File: src/rtl/sound_player.sv
// sound_player: plays short note sequences from a fixed ROM as a square wave.
// One request latches a sound id; each note lasts NOTE_TICKS cycles and
// toggles the speaker every half-period cycles. done pulses when a sound ends
// on its own; a new request while playing restarts from the first note.
module sound_player #(
  parameter int unsigned NOTE_TICKS     = 2_500_000,
  parameter int unsigned TONE_DIV_SHIFT = 0
) (
  input  logic       clk,
  input  logic       reset,
  input  logic       playsound,
  input  logic [1:0] soundselector,
  input  logic       mute,
  output logic       speaker,
  output logic       busy,
  output logic       done
);

  localparam int unsigned HP_W = 17;
  localparam int unsigned NT_W = (NOTE_TICKS > 1) ? $clog2(NOTE_TICKS) : 1;
  localparam logic [NT_W-1:0] NOTE_LAST = NT_W'(NOTE_TICKS - 1);

  typedef enum logic {IDLE, PLAY} state_t;

  state_t            state, state_d;
  logic [1:0]        sel, sel_d;
  logic [1:0]        idx, idx_d;
  logic [NT_W-1:0]   timer, timer_d;
  logic [HP_W-1:0]   tcnt, tcnt_d;
  logic              tone, tone_d;
  logic              busy_d, done_d, speaker_d;

  logic [2:0]        note_code, next_code;
  logic [HP_W-1:0]   hp;
  logic              last_note;

  // Note ROM: 4 slots per sound, code 0 marks the end of a sound.
  function automatic logic [2:0] note_rom(input logic [1:0] s, input logic [1:0] i);
    logic [2:0] code;
    code = 3'd0;
    case ({s, i})
      4'b00_00: code = 3'd4;
      4'b01_00: code = 3'd1;
      4'b01_01: code = 3'd2;
      4'b01_10: code = 3'd3;
      4'b01_11: code = 3'd4;
      4'b10_00: code = 3'd5;
      4'b10_01: code = 3'd6;
      4'b11_00: code = 3'd1;
      4'b11_01: code = 3'd3;
      4'b11_10: code = 3'd4;
      4'b11_11: code = 3'd3;
      default:  code = 3'd0;
    endcase
    return code;
  endfunction

  // Half-period lookup, scaled down by TONE_DIV_SHIFT and clamped to >= 1.
  function automatic logic [HP_W-1:0] half_period(input logic [2:0] code);
    logic [HP_W-1:0] raw;
    logic [HP_W-1:0] shifted;
    raw = HP_W'(1);
    case (code)
      3'd1:    raw = HP_W'(23889);
      3'd2:    raw = HP_W'(18961);
      3'd3:    raw = HP_W'(15944);
      3'd4:    raw = HP_W'(11945);
      3'd5:    raw = HP_W'(56818);
      3'd6:    raw = HP_W'(75844);
      default: raw = HP_W'(1);
    endcase
    shifted = raw >> TONE_DIV_SHIFT;
    return (shifted == '0) ? HP_W'(1) : shifted;
  endfunction

  // Current note pitch and whether the next advance ends the sound.
  always_comb begin
    note_code = note_rom(sel, idx);
    next_code = note_rom(sel, 2'(idx + 2'd1));
    hp        = half_period(note_code);
    last_note = (idx == 2'd3) || (next_code == 3'd0) || (next_code == 3'd7);
  end

  // Next-state and next-output logic; restart wins over end of sound.
  always_comb begin
    state_d = state;
    sel_d   = sel;
    idx_d   = idx;
    timer_d = timer;
    tcnt_d  = tcnt;
    tone_d  = tone;
    busy_d  = busy;
    done_d  = 1'b0;

    case (state)
      IDLE: begin
        busy_d = 1'b0;
        if (playsound) begin
          state_d = PLAY;
          sel_d   = soundselector;
          idx_d   = 2'd0;
          timer_d = '0;
          tcnt_d  = '0;
          tone_d  = 1'b0;
          busy_d  = 1'b1;
        end
      end
      PLAY: begin
        if (playsound) begin
          sel_d   = soundselector;
          idx_d   = 2'd0;
          timer_d = '0;
          tcnt_d  = '0;
          tone_d  = 1'b0;
          busy_d  = 1'b1;
        end else if (timer == NOTE_LAST) begin
          timer_d = '0;
          tcnt_d  = '0;
          tone_d  = 1'b0;
          if (last_note) begin
            state_d = IDLE;
            idx_d   = 2'd0;
            busy_d  = 1'b0;
            done_d  = 1'b1;
          end else begin
            idx_d   = 2'(idx + 2'd1);
          end
        end else begin
          timer_d = NT_W'(timer + NT_W'(1));
          if (tcnt == HP_W'(hp - HP_W'(1))) begin
            tcnt_d = '0;
            tone_d = ~tone;
          end else begin
            tcnt_d = HP_W'(tcnt + HP_W'(1));
          end
        end
      end
      default: state_d = IDLE;
    endcase

    speaker_d = tone_d & busy_d & ~mute;
  end

  // State, counters and registered outputs.
  always_ff @(posedge clk) begin
    if (reset) begin
      state   <= IDLE;
      sel     <= 2'd0;
      idx     <= 2'd0;
      timer   <= '0;
      tcnt    <= '0;
      tone    <= 1'b0;
      busy    <= 1'b0;
      done    <= 1'b0;
      speaker <= 1'b0;
    end else begin
      state   <= state_d;
      sel     <= sel_d;
      idx     <= idx_d;
      timer   <= timer_d;
      tcnt    <= tcnt_d;
      tone    <= tone_d;
      busy    <= busy_d;
      done    <= done_d;
      speaker <= speaker_d;
    end
  end

endmodule

File: config.mk
export PLATFORM = sky130hd
export DESIGN_NAME = sound_player
export DESIGN_NICKNAME = d
export VERILOG_FILES = /design/src/rtl/sound_player.sv
export SDC_FILE = /design/constraint.sdc
export NUM_CORES = 1
export LEC_CHECK = 0
export ABC_AREA = 1
export CAP_MARGIN = 20
export CORE_MARGIN = 4
export CORE_UTILIZATION = 62
export DETAILED_ROUTE_END_ITERATION = 10
export PLACE_DENSITY = 0.8
export REMOVE_ABC_BUFFERS = 1
export SYNTH_ARGS = -nofsm -noshare
export SYNTH_HDL_FRONTEND = slang
export SYNTH_SLANG_ARGS = --single-unit
File: constraint.sdc
create_clock -name clk -period 3.4 [get_ports clk]
set_input_delay 1.02 -clock clk [delete_from_list [all_inputs] [get_ports clk]]
set_output_delay 1.02 -clock clk [all_outputs]
set_load 0.05 [all_outputs]
# After elaboration in Yosys (flattened, before gate mapping)
# Memories as Yosys holds them, arrays and structs flattened.
# Index checks and enable logic that the tools add are counted.
# Widths: inputs -> output; s select.
# word_totals
ff_bits	48
romBits	96
input_bits	6
out_inout_bits	3
word_cells	71
n_memories	2
# classes
add_sub_neg	4
eq_ne	12
mux	32
bitwise	6
reduce_logical	6
# memory_table
name	depth	word_bits	read_ports	rd_ports_with_merged_regs	wr	line	rtl
(no name shown)	16	3	1	0	0	41	case ({s, i})
(no name shown)	16	3	1	0	0	41	
# op_table
operator	n
$pmux 17 s6	1
$mux 17	5
$mux 22	3
$pmux 22 s2	1
$pmux 17 s2	1
$add 22x1->22 const B	1
$eq 22x22->1 const B	1
$add 17x1->17 const B	1
$eq 17x17->1	1
$logic_not 17->1	1
$sub 17x1->17 const B	1
$eq 3x3->1 const B	4
$mux 1	12
$mux 2	5
$eq 3x2->1 const B	2
$pmux 1 s2	3
$not 1->1	4
$pmux 2 s2	1
$reduce_or 4->1	1
$eq 3x1->1 const B	1
$logic_not 3->1	1
$ne 3x2->1 const B	1
$add 2x1->2 const B	1
$and 1x1->1	2
4 further kinds	5

# Logic depth before layout (Yosys ltp)
# An unclocked memory read counts as a cell.
# logic_depth
word_depth	13
ltp_mapped	23
ltp_nobuf	23

# Least setup slack after synthesis
# No wires, ideal clock.
# synth_timing
kind	register to register
start	register idx[0]
end	register tcnt[10]
setup_ns	0.132
t_arrival_ns	2.639
required_time_ns	3.268
path_slack_ns	0.629
stages_incl_launch_ff	19
n_path_buf	1
period_less_slack_ns	2.771
path_cell_list	dfxtp_1 -> inv_2 -> ha_1 -> nand3_1 -> nand2_4 -> nor2_8 -> nand2_2 -> nand3_2 -> ha_1 -> xnor2_1 -> a21oi_1 -> nand3_1 -> nor2_1 -> nand3_1 -> nor2_2 -> nand3_4 -> buf_6 -> nand4_2 -> a21oi_1
# synth_between
elab_chain_cells	11
elab_cells_between_ends	16
cone_classes	1 x add/sub; 7 x eq/ne; 6 x mux; 1 x reduce/logical; 1 x memory
# synth_rtl
item	line	rtl
from (decl)	27	logic [1:0] idx, idx_d;
from (signal assigned)	159	idx <= idx_d;
$mem_v2 16x3 *	--	
$eq 3x3->1, or another cell as far along	63	case (code)
$pmux 17 s6 *	63	
$logic_not 17->1	73	return (shifted == '0) ? HP_W'(1) : shifted;
$mux 17 *	73	
$sub 17x1->17 *	130	if (tcnt == HP_W'(hp - HP_W'(1))) begin
$eq 17x17->1 *	130	
$mux 17 *	130	
$mux 17 *	116	end else if (timer == NOTE_LAST) begin
$mux 17 *	109	if (playsound) begin
$pmux 17 s2 *	95	case (state)
to (signal assigned)	161	tcnt <= tcnt_d;
to (decl)	29	logic [HP_W-1:0] tcnt, tcnt_d;
# Mark *: on every way between the ends. The rest lies on a longest branch, timed or not.
# A chain may end at the register's enable or synchronous reset.

# Worst setup path in the final report
# layout_timing
start	register idx[0]
end	register tcnt[11]
# Same word-level chain as after synthesis.

==> out/summary.txt <==
RSZ-0062 raised after global routing = false
Worst hold stages = 2
Setup violations, final = 0
Worst path top cell family by delay = simple AND/OR/NAND/NOR gates
Clock share of power = 36.8%
CTS Sinks = 48
Hold_sp = tcnt[15]
Synth top area cells = dfxtp_1 28%, nand2_1 15%, a21oi_1 7.4%
DR vias = 3,288
Hold buffer count at CTS = 0
CP max-delay cell = dfxtp_1
Slew headroom = 66.1%
Yosys top cell by area = dfxtp_1
Crit path max fanout = 18
Worst Slack Setup Final = 244 ps
Synth top area share = 28.5%
Hold slack = 488 ps
Worst-skew pair later-pin latency = 300 ps
Mapped cell area = 3380 um2
Largest net degree at the start of global routing = 38
Compound-cell area share of the yosys netlist = 15.0%
CP Data Required Time = 3580 ps
First-pass GRT wire length = 13.4 mm
Ports = 9
Initial DRC count = 222
Setup WS pre-CTS = 263 ps
Fillers = 462
Starting Density = 64.9%
Ant diodes = 0
GP Congestion = 0.943
Post-Synthesis Cells = 516
Crit end category = register
Max Cap Viol = 0
Net Switching = 0.339 mW
CP dominant cell by count = nand3_1
Drt total wl = 7.79 mm
Buf/Inv on CP = 1
Distinct cell type count after synthesis = 38
Seq/Total Area, Yosys = 28.5%
Number of global-route vias before repair = 2,951
Post-DP HPWL = 5.70 mm
Post-CTS Setup Bufs = 0
Max-slew violations = 0
Fin crit share = 92.8%
Critical-path cell list = inv_2 -> ha_1 -> nand3_1 -> nand2_4 -> nor2_8 -> nand2_2 -> nand3_2 -> ha_1 -> xnor2_1 -> a21oi_1 -> nand3_1 -> nor2_1 -> nand3_1 -> nor2_2 -> nand3_4 -> o211ai_1 -> a21oi_1
Mapped Avg Cell Area = 6.54 um2
XOR/XNOR Fraction of Synth Area = 1.56%
Die W = 81.8 um
First-pass iteration count of the detailed router = 5
Simple logic cell fraction of the synthesized area = 41.5%
Number of synthesized flops with an enable pin = 0
Die Height = 81.8 um
Worst hold endpoint = tcnt[15]
Post-Synth Adder-Cell Area = 3.71%
Share of cells above drive strength 1 = 11.5%
Largest family of logic cells by synthesized area = simple AND/OR/NAND/NOR gates
PD cells = 332 nW/um2
Status = finished, final reports clean
Die area = 6690 um2
Seq pwr share = 47.4%
Main flop type after synthesis = dfxtp_1
Gate power share = 15.8%
Initial antenna violation count = 0
Hold/Removal Path Class = register to register
R2R Path Start = idx[0]
Register area = 961 um2
Switch share = 28.0%
Worst Tran Pin Value = 507 ps
CTS Buf Count = 5
Gr ovfl total = 0
Row count = 26
Maximum buffer depth of the clock tree = 2
Pint = 0.872 mW
Area of the multi-input gates = 2090 um2
Critical Path Max Stage Delay = 490 ps
Synth Register Bits = 48
Vias per Instance = 5.55
FF-to-FF setup slack = 240 ps
Post-synth top cells = 132 x nand2_1, 63 x inv_1, 50 x a21oi_1
Max rail drop VDD = 0.202 mV
Achievable Freq = 0.317 GHz
Port Buffers = 8
CTS tree = built
Routed len/inst = 13.2 um
CP Class = register to register
Most numerous cell in the Yosys netlist = nand2_1
Warnings from Yosys = 0
Post-synthesis async set-or-reset flop share = 0%
Reg2reg path depth = 17
Placeable Area = 5200 um2
Clk root buf = clkbuf_8
Final hold viol count = 0
Reg clk slew, reported paths = 90 ps
# DRC = 0
Final nets = 537
Startpoint Class = register
All-Layer GR Usage = 25.4%
CP arrival = 3330 ps
P_leak = 1.38 nW
CTS H-Tree Depth = 2
Setup Skew = 3.80 ps
Reg2reg end = tcnt[11]
DRT antenna net count = 0
Mux contribution to synthesized area = 0%
Post-CTS Resized = 0
Final Critical Period = 3160 ps
Area Overhead vs Synth = 7.97%
power by group through the flow:
stage          Sequential (mW)  Combinational (mW)  Clock, mW
2_1_floorplan            0.588               0.139          0
3_3_place_gp             0.587               0.188          0
4_1_cts                  0.574               0.191      0.455
6_report                 0.574               0.192      0.445
5_1_grt                  0.575               0.216      0.479
3_5_place_dp             0.587               0.190          0
worst min-delay path: stages (launching register included):
cell     delay (ps)
dfxtp_1         330
nand2_1          60
a21oi_1          50
layer usage:
layer  track usage (%)  part of all wire, %  up-vias
li1                  -                    -     1707
met1              35.2                   48     1479
met2              40.1                   46       89
met3              3.29                  4.5       13
met4              9.30                  1.7        0
met5                 0                    0        -
worst max path at each step:
| stage | to | start | depth (start not counted) | slack, ps |
|---|---|---|---|---|
| after floorplan | timer[8] | playsound | 7 | -20 |
| after global placement | tcnt[11] | idx[0] | 17 | 400 |
| after detailed placement | tcnt[11] | idx[0] | 17 | 260 |
| after CTS | tcnt[11] | idx[0] | 17 | 250 |
| after global routing | tcnt[3] | idx[0] | 17 | 5 |
| final | tcnt[11] | idx[0] | 17 | 240 |
registers in the layout, summed over array words and instances, names as in the netlist:
signal / count
sel: 2
tcnt: 17
busy: 1
idx: 2
speaker: 1
done: 1
tone: 1
state: 1
timer: 22
cell families (layout without fill, tap and decap cells):
logic type / Yosys count / after routing
adder cells (fa/ha/maj): 10 / 10
buffers and inverters: 84 / 90
AO/OA/AOI/OAI: 90 / 90
XOR/XNOR: 6 / 6
AND/OR/NAND/NOR: 278 / 278
flip-flops: 48 / 48
stage by stage:
step                util [%]  instances  cell area (um2)  total power [mW]  TNS [ps]
finish                  70.0        592             3650              1.21         0
global route            70.0        592             3650              1.27         0
CTS                     70.0        592             3650              1.22         0
detailed placement      67.7        584             3520             0.778         0
global placement        67.7        584             3520             0.775         0
floorplan                  -        502             3310             0.727     -27.8
cells in the final DEF, fill, tap and decap left out, drive strengths merged:
cell           instances
o221ai                 1
o211ai                 5
clkdlybuf4s50          8
buf                    4
a21o                   1
o21bai                 1
a31oi                  2
o22ai                  1
a221oi                 5
xor2                   4
a2bb2oi                1
bufinv                 1
o311ai                 1
xnor2                  2
ha                    10
or2                    1
a21oi                 50
nand3b                 5
nand4                 13
nand3                 44
nor3                  15
nand2                148
dfxtp                 48
clkinv                 1
nor4                   4
a211oi                 1
nor2                  48
o21ai                 21
inv                   70
clkbuf                 6
layout make-up:
type                    count  area share, %
clock buffers               6           2.26
clock inverters             2           1.06
inverters                  70           7.21
multi-input cells         384           57.3
flip-flops and latches     48           26.4
well taps                  70           2.40
repair buffers             12           3.36
Note: power is estimated with default switching activity, not from simulation.
